[src/rtl/security_pkg.sv]
// security_pkg
//   Shared definitions for the alarm sequencer slice:
//   - ZONE_W  : default number of sensor zones
//   - state_e : FSM state encoding (3 bits; codes 5..7 are illegal)
//   - max3    : helper used to size the shared countdown counter
package security_pkg;

  localparam int ZONE_W = 4;

  typedef enum logic [2:0] {
    ST_DISARMED    = 3'd0,
    ST_EXIT_DELAY  = 3'd1,
    ST_ARMED       = 3'd2,
    ST_ENTRY_DELAY = 3'd3,
    ST_ALARM       = 3'd4
  } state_e;

  function automatic int max3(input int a, input int b, input int c);
    int m;
    m = a;
    if (b > m) m = b;
    if (c > m) m = c;
    return m;
  endfunction

endpackage

[src/rtl/delay_timer.sv]
// delay_timer
//   Down counter shared by the exit, entry and siren countdowns.
//   Ports:
//     i_Clk, i_Reset : clock, asynchronous active-high reset
//     i_Load         : load i_Value this clock (takes priority over stepping)
//     i_Value[CW-1:0]: value to load
//     o_Count        : remaining cycles, registered
//     o_Done         : o_Count == 0
//   The counter steps down by one every clock while nonzero and parks at 0,
//   so it can never underflow.
module delay_timer #(
  parameter int CW = 8
) (
  input  logic          i_Clk,
  input  logic          i_Reset,
  input  logic          i_Load,
  input  logic [CW-1:0] i_Value,
  output logic [CW-1:0] o_Count,
  output logic          o_Done
);

  always_ff @(posedge i_Clk or posedge i_Reset) begin
    if (i_Reset) begin
      o_Count <= '0;
    end else if (i_Load) begin
      o_Count <= i_Value;
    end else if (o_Count != '0) begin
      o_Count <= o_Count - 1'b1;
    end
  end

  assign o_Done = (o_Count == '0);

endmodule

[src/rtl/alarm_sequencer.sv]
// alarm_sequencer
//   Arming / alarm state machine of the security system.
//   Ports:
//     i_Clk, i_Reset   : clock, asynchronous active-high reset
//     i_Arm            : debounced arm-switch level; rising edge = arm request
//     i_Disarm         : single-cycle disarm pulse
//     i_Zone           : sensor levels, 1 = open/tripped
//     o_State          : current state code (registered)
//     o_Armed          : ARMED or ENTRY_DELAY (decoded from state register)
//     o_Siren          : ALARM (decoded from state register)
//     o_Beep           : EXIT_DELAY or ENTRY_DELAY (decoded from state register)
//     o_Arm_Fault      : one-cycle pulse when an arm request is refused
//     o_Zone_Latched   : zones that tripped while armed
//     o_Count          : remaining cycles of the active countdown, else 0
//   Valid/ready note: there is no handshake; i_Arm is a level sampled every
//   clock and i_Disarm is a pulse that is acted on in the clock it is high.
module alarm_sequencer
  import security_pkg::*;
#(
  parameter int                    NUM_ZONES    = ZONE_W,
  parameter logic [NUM_ZONES-1:0]  ENTRY_MASK   = {{(NUM_ZONES-1){1'b0}}, 1'b1},
  parameter int                    EXIT_CYCLES  = 25_000_000,
  parameter int                    ENTRY_CYCLES = 25_000_000,
  parameter int                    ALARM_CYCLES = 100_000_000,
  parameter int                    CW = $clog2(max3(EXIT_CYCLES, ENTRY_CYCLES, ALARM_CYCLES)) + 1
) (
  input  logic                 i_Clk,
  input  logic                 i_Reset,
  input  logic                 i_Arm,
  input  logic                 i_Disarm,
  input  logic [NUM_ZONES-1:0] i_Zone,
  output logic [2:0]           o_State,
  output logic                 o_Armed,
  output logic                 o_Siren,
  output logic                 o_Beep,
  output logic                 o_Arm_Fault,
  output logic [NUM_ZONES-1:0] o_Zone_Latched,
  output logic [CW-1:0]        o_Count
);

  localparam logic [CW-1:0] EXIT_LOAD  = CW'(EXIT_CYCLES - 1);
  localparam logic [CW-1:0] ENTRY_LOAD = CW'(ENTRY_CYCLES - 1);
  localparam logic [CW-1:0] ALARM_LOAD = CW'(ALARM_CYCLES - 1);

  state_e               state_q;
  state_e               state_d;
  logic                 r_Arm;
  logic                 arm_req;
  logic                 zone_any;
  logic                 zone_instant;
  logic                 zone_door;
  logic                 tmr_load;
  logic [CW-1:0]        tmr_value;
  logic                 tmr_done;
  logic                 latch_clr;
  logic [NUM_ZONES-1:0] latch_set;

  assign arm_req      = i_Arm & ~r_Arm;
  assign zone_any     = |i_Zone;
  assign zone_instant = |(i_Zone & ~ENTRY_MASK);
  assign zone_door    = |(i_Zone & ENTRY_MASK);

  delay_timer #(.CW(CW)) u_timer (
    .i_Clk   (i_Clk),
    .i_Reset (i_Reset),
    .i_Load  (tmr_load),
    .i_Value (tmr_value),
    .o_Count (o_Count),
    .o_Done  (tmr_done)
  );

  // State register
  always_ff @(posedge i_Clk or posedge i_Reset) begin
    if (i_Reset) state_q <= ST_DISARMED;
    else         state_q <= state_d;
  end

  // Next-state logic. Leaving a countdown early (disarm, illegal recovery)
  // reloads the timer with 0 so o_Count reads 0 whenever nothing is running.
  // A disarm wins over everything, including latching zones in that clock.
  always_comb begin
    state_d   = state_q;
    tmr_load  = 1'b0;
    tmr_value = '0;
    latch_clr = 1'b0;
    latch_set = '0;
    case (state_q)
      ST_DISARMED: begin
        if (arm_req && !zone_any) begin
          state_d   = ST_EXIT_DELAY;
          tmr_load  = 1'b1;
          tmr_value = EXIT_LOAD;
          latch_clr = 1'b1;
        end
      end
      ST_EXIT_DELAY: begin
        if (i_Disarm) begin
          state_d  = ST_DISARMED;
          tmr_load = 1'b1;
        end else if (tmr_done) begin
          state_d = ST_ARMED;
        end
      end
      ST_ARMED: begin
        if (i_Disarm) begin
          state_d  = ST_DISARMED;
          tmr_load = 1'b1;
        end else if (zone_instant) begin
          state_d   = ST_ALARM;
          tmr_load  = 1'b1;
          tmr_value = ALARM_LOAD;
          latch_set = i_Zone;
        end else if (zone_door) begin
          state_d   = ST_ENTRY_DELAY;
          tmr_load  = 1'b1;
          tmr_value = ENTRY_LOAD;
          latch_set = i_Zone;
        end
      end
      ST_ENTRY_DELAY: begin
        if (i_Disarm) begin
          state_d  = ST_DISARMED;
          tmr_load = 1'b1;
        end else begin
          latch_set = i_Zone;
          if (zone_instant || tmr_done) begin
            state_d   = ST_ALARM;
            tmr_load  = 1'b1;
            tmr_value = ALARM_LOAD;
          end
        end
      end
      ST_ALARM: begin
        if (i_Disarm) begin
          state_d  = ST_DISARMED;
          tmr_load = 1'b1;
        end else begin
          latch_set = i_Zone;
          if (tmr_done) state_d = ST_ARMED;
        end
      end
      default: begin
        state_d  = ST_DISARMED;
        tmr_load = 1'b1;
      end
    endcase
  end

  // Output decode straight from the state register (glitch-free).
  always_comb begin
    o_State = state_q;
    o_Armed = (state_q == ST_ARMED) || (state_q == ST_ENTRY_DELAY);
    o_Siren = (state_q == ST_ALARM);
    o_Beep  = (state_q == ST_EXIT_DELAY) || (state_q == ST_ENTRY_DELAY);
  end

  // Arm edge detect, refused-arm pulse and zone latch.
  always_ff @(posedge i_Clk or posedge i_Reset) begin
    if (i_Reset) begin
      r_Arm          <= 1'b0;
      o_Arm_Fault    <= 1'b0;
      o_Zone_Latched <= '0;
    end else begin
      r_Arm       <= i_Arm;
      o_Arm_Fault <= (state_q == ST_DISARMED) && arm_req && zone_any;
      if (latch_clr) o_Zone_Latched <= '0;
      else           o_Zone_Latched <= o_Zone_Latched | latch_set;
    end
  end

endmodule

[config.mk]
export PLATFORM = sky130hd
export DESIGN_NAME = alarm_sequencer
export DESIGN_NICKNAME = d
export VERILOG_FILES = /design/src/rtl/security_pkg.sv /design/src/rtl/delay_timer.sv /design/src/rtl/alarm_sequencer.sv
export SDC_FILE = /design/constraint.sdc
export NUM_CORES = 1
export LEC_CHECK = 0
export ABC_AREA = 1
export BUFFER_PORTS_ARGS = -buffer_cell sky130_fd_sc_hd__buf_4
export CAP_MARGIN = 10
export CORE_ASPECT_RATIO = 0.7
export CORE_MARGIN = 5
export CORE_UTILIZATION = 51
export CTS_BUF_LIST = sky130_fd_sc_hd__clkbuf_16
export CTS_CLUSTER_DIAMETER = 120
export DETAILED_ROUTE_END_ITERATION = 12
export GPL_TIMING_DRIVEN = 0
export HOLD_SLACK_MARGIN = 0.12
export PLACE_DENSITY = 0.83
export REMOVE_ABC_BUFFERS = 1
export SYNTH_ARGS = -nofsm -noshare
export SYNTH_HDL_FRONTEND = slang
export SYNTH_HIERARCHICAL = 1
export SYNTH_SLANG_ARGS = --single-unit
export TNS_END_PERCENT = 1
[constraint.sdc]
create_clock -name i_Clk -period 2.3 [get_ports i_Clk]
set_input_delay 0.115 -clock i_Clk [delete_from_list [all_inputs] [get_ports i_Clk]]
set_output_delay 0.115 -clock i_Clk [all_outputs]
set_load 0.1 [all_outputs]
=== Word level (Yosys, flattened, before mapping) ===
Cells that the tools add are included.

* Bitwise logic cells: 3
* Add/subtract/negate cells: 1
* Reductions and logical operators: 16
* Eq/ne operators: 8
* Muxes and demuxes: 33

{| class="wikitable"
|+ Operator list
! cell !! number
|-
| $mux 27 || 4
|-
| $pmux 27 s3 || 1
|-
| $mux 28 || 2
|-
| $mux 25 || 2
|-
| $logic_not 28->1 || 1
|-
| $reduce_bool 28->1 || 1
|-
| $sub 28x1->28 const B || 1
|-
| $mux 3 || 8
|-
| $mux 4 || 5
|-
| $pmux 3 s4 || 1
|-
| $mux 1 || 8
|-
| $pmux 4 s2 || 1
|-
| $eq 3x2->1 const B || 2
|-
| $ne 4x4->1 const B || 1
|-
| $or 4x4->4 || 1
|-
| $pmux 1 s4 || 1
|-
| $reduce_and 4->1 || 1
|-
| $reduce_or 2->1 || 2
|-
| $reduce_or 4->1 || 1
|-
| $eq 3x1->1 const B || 1
|-
| $eq 3x3->1 const B || 1
|-
| $logic_and 1x1->1 || 3
|-
| $logic_not 3->1 || 1
|-
| $logic_or 1x1->1 || 3
|-
| 8 further kinds || 8
|}

* Flip-flop bits (word level): 37
* Logic and storage cells: 66
* Bits of input ports: 8
* Output and inout port bits: 39

=== Logic depth before layout (Yosys ltp) ===
* Depth after elaboration: 6
* Gate-level depth with buffers: 17
* Depth with buffers taken out: 17

=== Modules after synthesis ===
The synthesis kept the hierarchy.

{| class="wikitable"
|+ Modules (own cells, without submodules)
! module !! instances !! cells an instance !! seq. area each (um^2) !! area an instance (um^2)
|-
| delay_timer || 1 || 315 || 700.7 || 1985.7
|-
| alarm_sequencer || 1 || 95 || 225.2 || 664.4
|}

=== Least setup slack after synthesis ===
Ideal clock, no wire load.

* Path type: reg2reg
* Start: register u_timer.o_Count[0]
* End: register u_timer.o_Count[4]
* Data required time: 2.213 ns
* Stages on the path, launching flop included: 17
* Library setup time: 0.087 ns
* Arrival time: 2.816 ns
* Clock period less this slack: 2.904 ns
* Slack: -0.604 ns
* Buffers on the path: 1
* Cells stage by stage: dfrtp_1 -> inv_1 -> ha_1 -> inv_1 -> nor2_1 -> inv_1 -> nor2_1 -> nand2_1 -> nor2_4 -> nor2_1 -> inv_1 -> nand2_1 -> nand4_1 -> inv_1 -> clkbuf_1 -> nand2_1 -> a22oi_1

* Word-level cells in the longest chain between the ends: 6
* Elaborated cells on any way between the ends: 13
* Those cells by class: 1 x add/sub; 8 x mux; 4 x reduce/logical

{| class="wikitable"
|+ RTL lines
! what !! RTL line !! source
|-
| from (decl) || delay_timer.sv:18 || <nowiki>output logic [CW-1:0] o_Count,</nowiki>
|-
| from (signal assigned) || delay_timer.sv:26 || <nowiki>o_Count <= i_Value;</nowiki>
|-
| from (signal assigned) || delay_timer.sv:28 || <nowiki>o_Count <= o_Count - 1'b1;</nowiki>
|-
| $logic_not 28->1 (*) || delay_timer.sv:32 || <nowiki>assign o_Done = (o_Count == '0);</nowiki>
|-
| net tmr_done || alarm_sequencer.sv:54 || <nowiki>logic tmr_done;</nowiki>
|-
| $logic_or 1x1->1 (*) || alarm_sequencer.sv:126 || <nowiki>if (zone_instant || tmr_done) begin</nowiki>
|-
| $mux 1 (*) || alarm_sequencer.sv:126 ||
|-
| $mux 1 (*) || alarm_sequencer.sv:121 || <nowiki>if (i_Disarm) begin</nowiki>
|-
| $pmux 1 s4 (*) || alarm_sequencer.sv:87 || <nowiki>case (state_q)</nowiki>
|-
| net tmr_load || alarm_sequencer.sv:52 || <nowiki>logic tmr_load;</nowiki>
|-
| $mux 28 or $reduce_bool 2->1 (tied branches) || n/a ||
|}

The timed path passes the listed nets; every way through them passes the cells marked *. The select of a mux whose other input is x is not followed.
A chain may end at the register's enable or synchronous reset.

=== Worst setup path in the final report ===
* Start: register u_timer.o_Count[0]
* End: register u_timer.o_Count[9]

The elaborated chain is that of the path after synthesis.

==> impl_metrics.ini <==
[run_status]
status = finished, final reports clean

[synthesis]
ys_ff_latch = 37
synth-compound-area-share_pct = 5.34
synthCells = 410
synth_xor_area_share_pct = 2.31
synth_edf_count = 0
yosysUniqueCellTypes = 32
muxShareOfSynthArea_pct = 0.378
yosys.area_share.simple_pct = 46.4
yosysWarningCount = 6
ys.flop_type = dfrtp_1
synth_area_per_cell_sq_um = 6.46
synth_top_family_by_area = simple AND/OR/NAND/NOR gates
synthAdderAreaFrac_pct = 0.944
netlist_area_sq_mm = 0.00265
ys_seq_area_share_pct = 34.9
async_reset_ff_share_pct = 100

[sta]
finalCritPeriodShare_pct = 97.7
final_max_slew_viol_count = 0
worst_pin_slew_ns = 0.620
period_needed_ns = 2.25
setup_tns_ns = 0
hold_viol = 0
slew_headroom_pct = 58.6
setup_viol = 0
skew_ns = 0.00369
fmax_ghz = 0.445
rsz0062_at_grt = yes

[drt]
drt_iter0_markers = 346
drc = 0
ant_nets = 0
firstDrtPassIters = 5
drt_wl_total_microns = 7470
viasPerCell = 5.22
vias = 2881
wire_per_inst_microns = 13.5

[hold_path]
hold_path_class = in -> reg
hold_depth = 3
holdPathEnd = o_Zone_Latched[3]
hold_start = i_Zone[3]

[critical_path]
worstSetupPathType = reg -> reg
r2r_start = u_timer/o_Count[0]
critPathTopFamily = simple AND/OR/NAND/NOR gates
crit_cells = 17
endpoint_kind = flop
critPathMaxFanout = 8
rr_worst_depth = 17
worst-path-buf-inv = 6
path_cells = inv_2 -> ha_4 -> inv_4 -> nor2_4 -> inv_1 -> nor2_1 -> nand2_1 -> nor2_4 -> nor2_2 -> inv_1 -> nand2_1 -> nand4_1 -> buf_6 -> nor2_4 -> clkbuf_16 -> o21ai_2 -> nand2_1
rr_endpoint = u_timer/o_Count[9]
cpMaxStageDelayCell = dfrtp_1
cp.arrival_ns = 2.46
required_ns = 2.51
rrSetupSlack_ns = 0.05
start_kind = flop
max_stage_delay_ns = 0.39

[die]
num_rows = 22
die_y_microns = 70.3
die_area_sq_mm = 0.00676
die_x_microns = 96.2
pin_count = 47
coreArea_sq_mm = 0.00515
initial_core_util_pct = 51.5

[final_layout]
area_growth_pct = 29.7
drive_above_1_share_pct = 24.4
final_core_util_pct = 66.8
finalNonFillerCells = 552
diodes = 0
nets = 489

[global_route]
grt_max_degree = 29
grtUsageTotal_pct = 21.9
grt_pass1_vias = 2506
overflow = 0
antenna_found_initial = 0
grt_pass1_wl_microns = 11800

[clock_network]
cts_max_path_buffers = 2
cts_buffers = 5
tritoncts = done
clkTransAtPathRegs_ns = 0.05
clk_latency_ns = 0.28
clkSinkCount = 37
root_buffer = clkbuf_16
h-tree-depth = 2

[flow_run]
cap_viol_max_count = 0

[placed_design]
place.detailed.hpwl_microns = 5360
gp_congestion = 0.920
port_buffers = 46
dp_cells = 528
## cell families (layout without fill, tap and decap cells)
| kind of cell | after synthesis | count (layout) |
|---|---|---|
| AND/OR/NAND/NOR | 274 | 274 |
| buffers and inverters | 63 | 128 |
| flip-flops | 37 | 37 |
| AO/OA/AOI/OAI | 25 | 25 |
| XOR/XNOR | 7 | 7 |
| adder cells (fa/ha/maj) | 2 | 2 |
| other | 1 | 6 |
| multiplexers | 1 | 1 |
## flip-flops by register name, indices dropped and copies added, names as in the netlist
signal,count
o_Zone_Latched,4
u_timer/o_Count,28
r_Arm,1
o_Arm_Fault,1
o_State,3
## metrics by stage
stage	hold WS [ns]	setup slack [ns]	cell area [sq um]
after floorplan	-0.0571	-1.29	2630
after global placement	0.121	-1.29	3070
after detailed placement	0.122	-0.826	3080
after CTS	0.123	0.00635	3250
after global routing	0.133	-0.0961	3440
final	0.123	0.0529	3440
## cell type report
cell class	instances	area, sq um
Timing Repair inverter	1	7.51
Timing Repair Buffer	62	512
Tap cell	72	90.1
Multi-Input combinational cell	315	1550
Fill cell	451	1710
Inverter	57	220
Clock inverter	3	11.3
Sequential cell	37	926
Clock buffer	5	125
## cell usage in the layout, fill, tap and decap left out, drive strengths merged
cell type / count
xor2: 6
a21o: 1
or2: 2
nand2: 142
nand3: 40
nand4: 7
a22oi: 1
a21oi: 8
xnor2: 1
o21ai: 12
conb: 6
nand3b: 1
dlygate4sd3: 2
dfrtp: 37
nor3: 3
ha: 2
inv: 59
nor4: 1
o21bai: 3
clkinvlp: 2
nor2: 78
mux2i: 1
buf: 59
clkbuf: 6
## worst max-delay path by stage
stage                       startpoint                   to
detailed placement  u_timer/o_Count[0]   u_timer/o_Count[9]
floorplan           u_timer/o_Count[0]   u_timer/o_Count[4]
finish              u_timer/o_Count[0]   u_timer/o_Count[9]
global placement    u_timer/o_Count[0]   u_timer/o_Count[1]
CTS                 u_timer/o_Count[0]  u_timer/o_Count[25]
global route        u_timer/o_Count[0]  u_timer/o_Count[24]
## worst min-delay path: cells and delay by family
family                 cells  cell delay (ns)
AO/OA/AOI/OAI              1             0.05
AND/OR/NAND/NOR            1             0.07
buffers and inverters      1             0.12
## Yosys cell counts, types with 2 or more instances
cell type	instances	share of area, %
nand2_1	134	19
nor2_1	63	8.9
inv_1	52	7.4
dfrtp_1	37	35
nand3_1	37	7.0
o21ai_0	10	1.9
nand2_2	8	1.9
nor2_2	8	1.9
a21oi_1	7	1.3
nand4_1	7	1.7
nor2_4	7	3.0
xor2_1	6	2.0
inv_2	5	0.71
clkbuf_1	3	0.42
nand3_2	3	1.1
o21bai_1	3	0.85
buf_6	2	0.85
ha_1	2	0.94
nor3_1	2	0.38
o21ai_1	2	0.38
## timing repair
action                                  4_1_cts  5_1_grt
endpoints found under the setup margin       28       28
buffers inserted                              1        9
pin swaps                                     2        7
cloned                                        0        3
gates resized for setup                       4       19
endpoints found under the hold margin        11        0
hold buffers                                  2        0
## routing by layer
layer,GRT usage (%),routed length (microns),up-vias,share of wire [%]
li1,-,-,1406,-
met1,33.0,3310,1308,44
met2,32.1,3280,155,44
met3,4.31,800,12,11
met4,4.89,83,0,1.1
met5,0,0,-,0
Power is left out: the tool's default activity adds up to more than one toggle a clock period on the data nets, which glitch-free logic cannot reach.
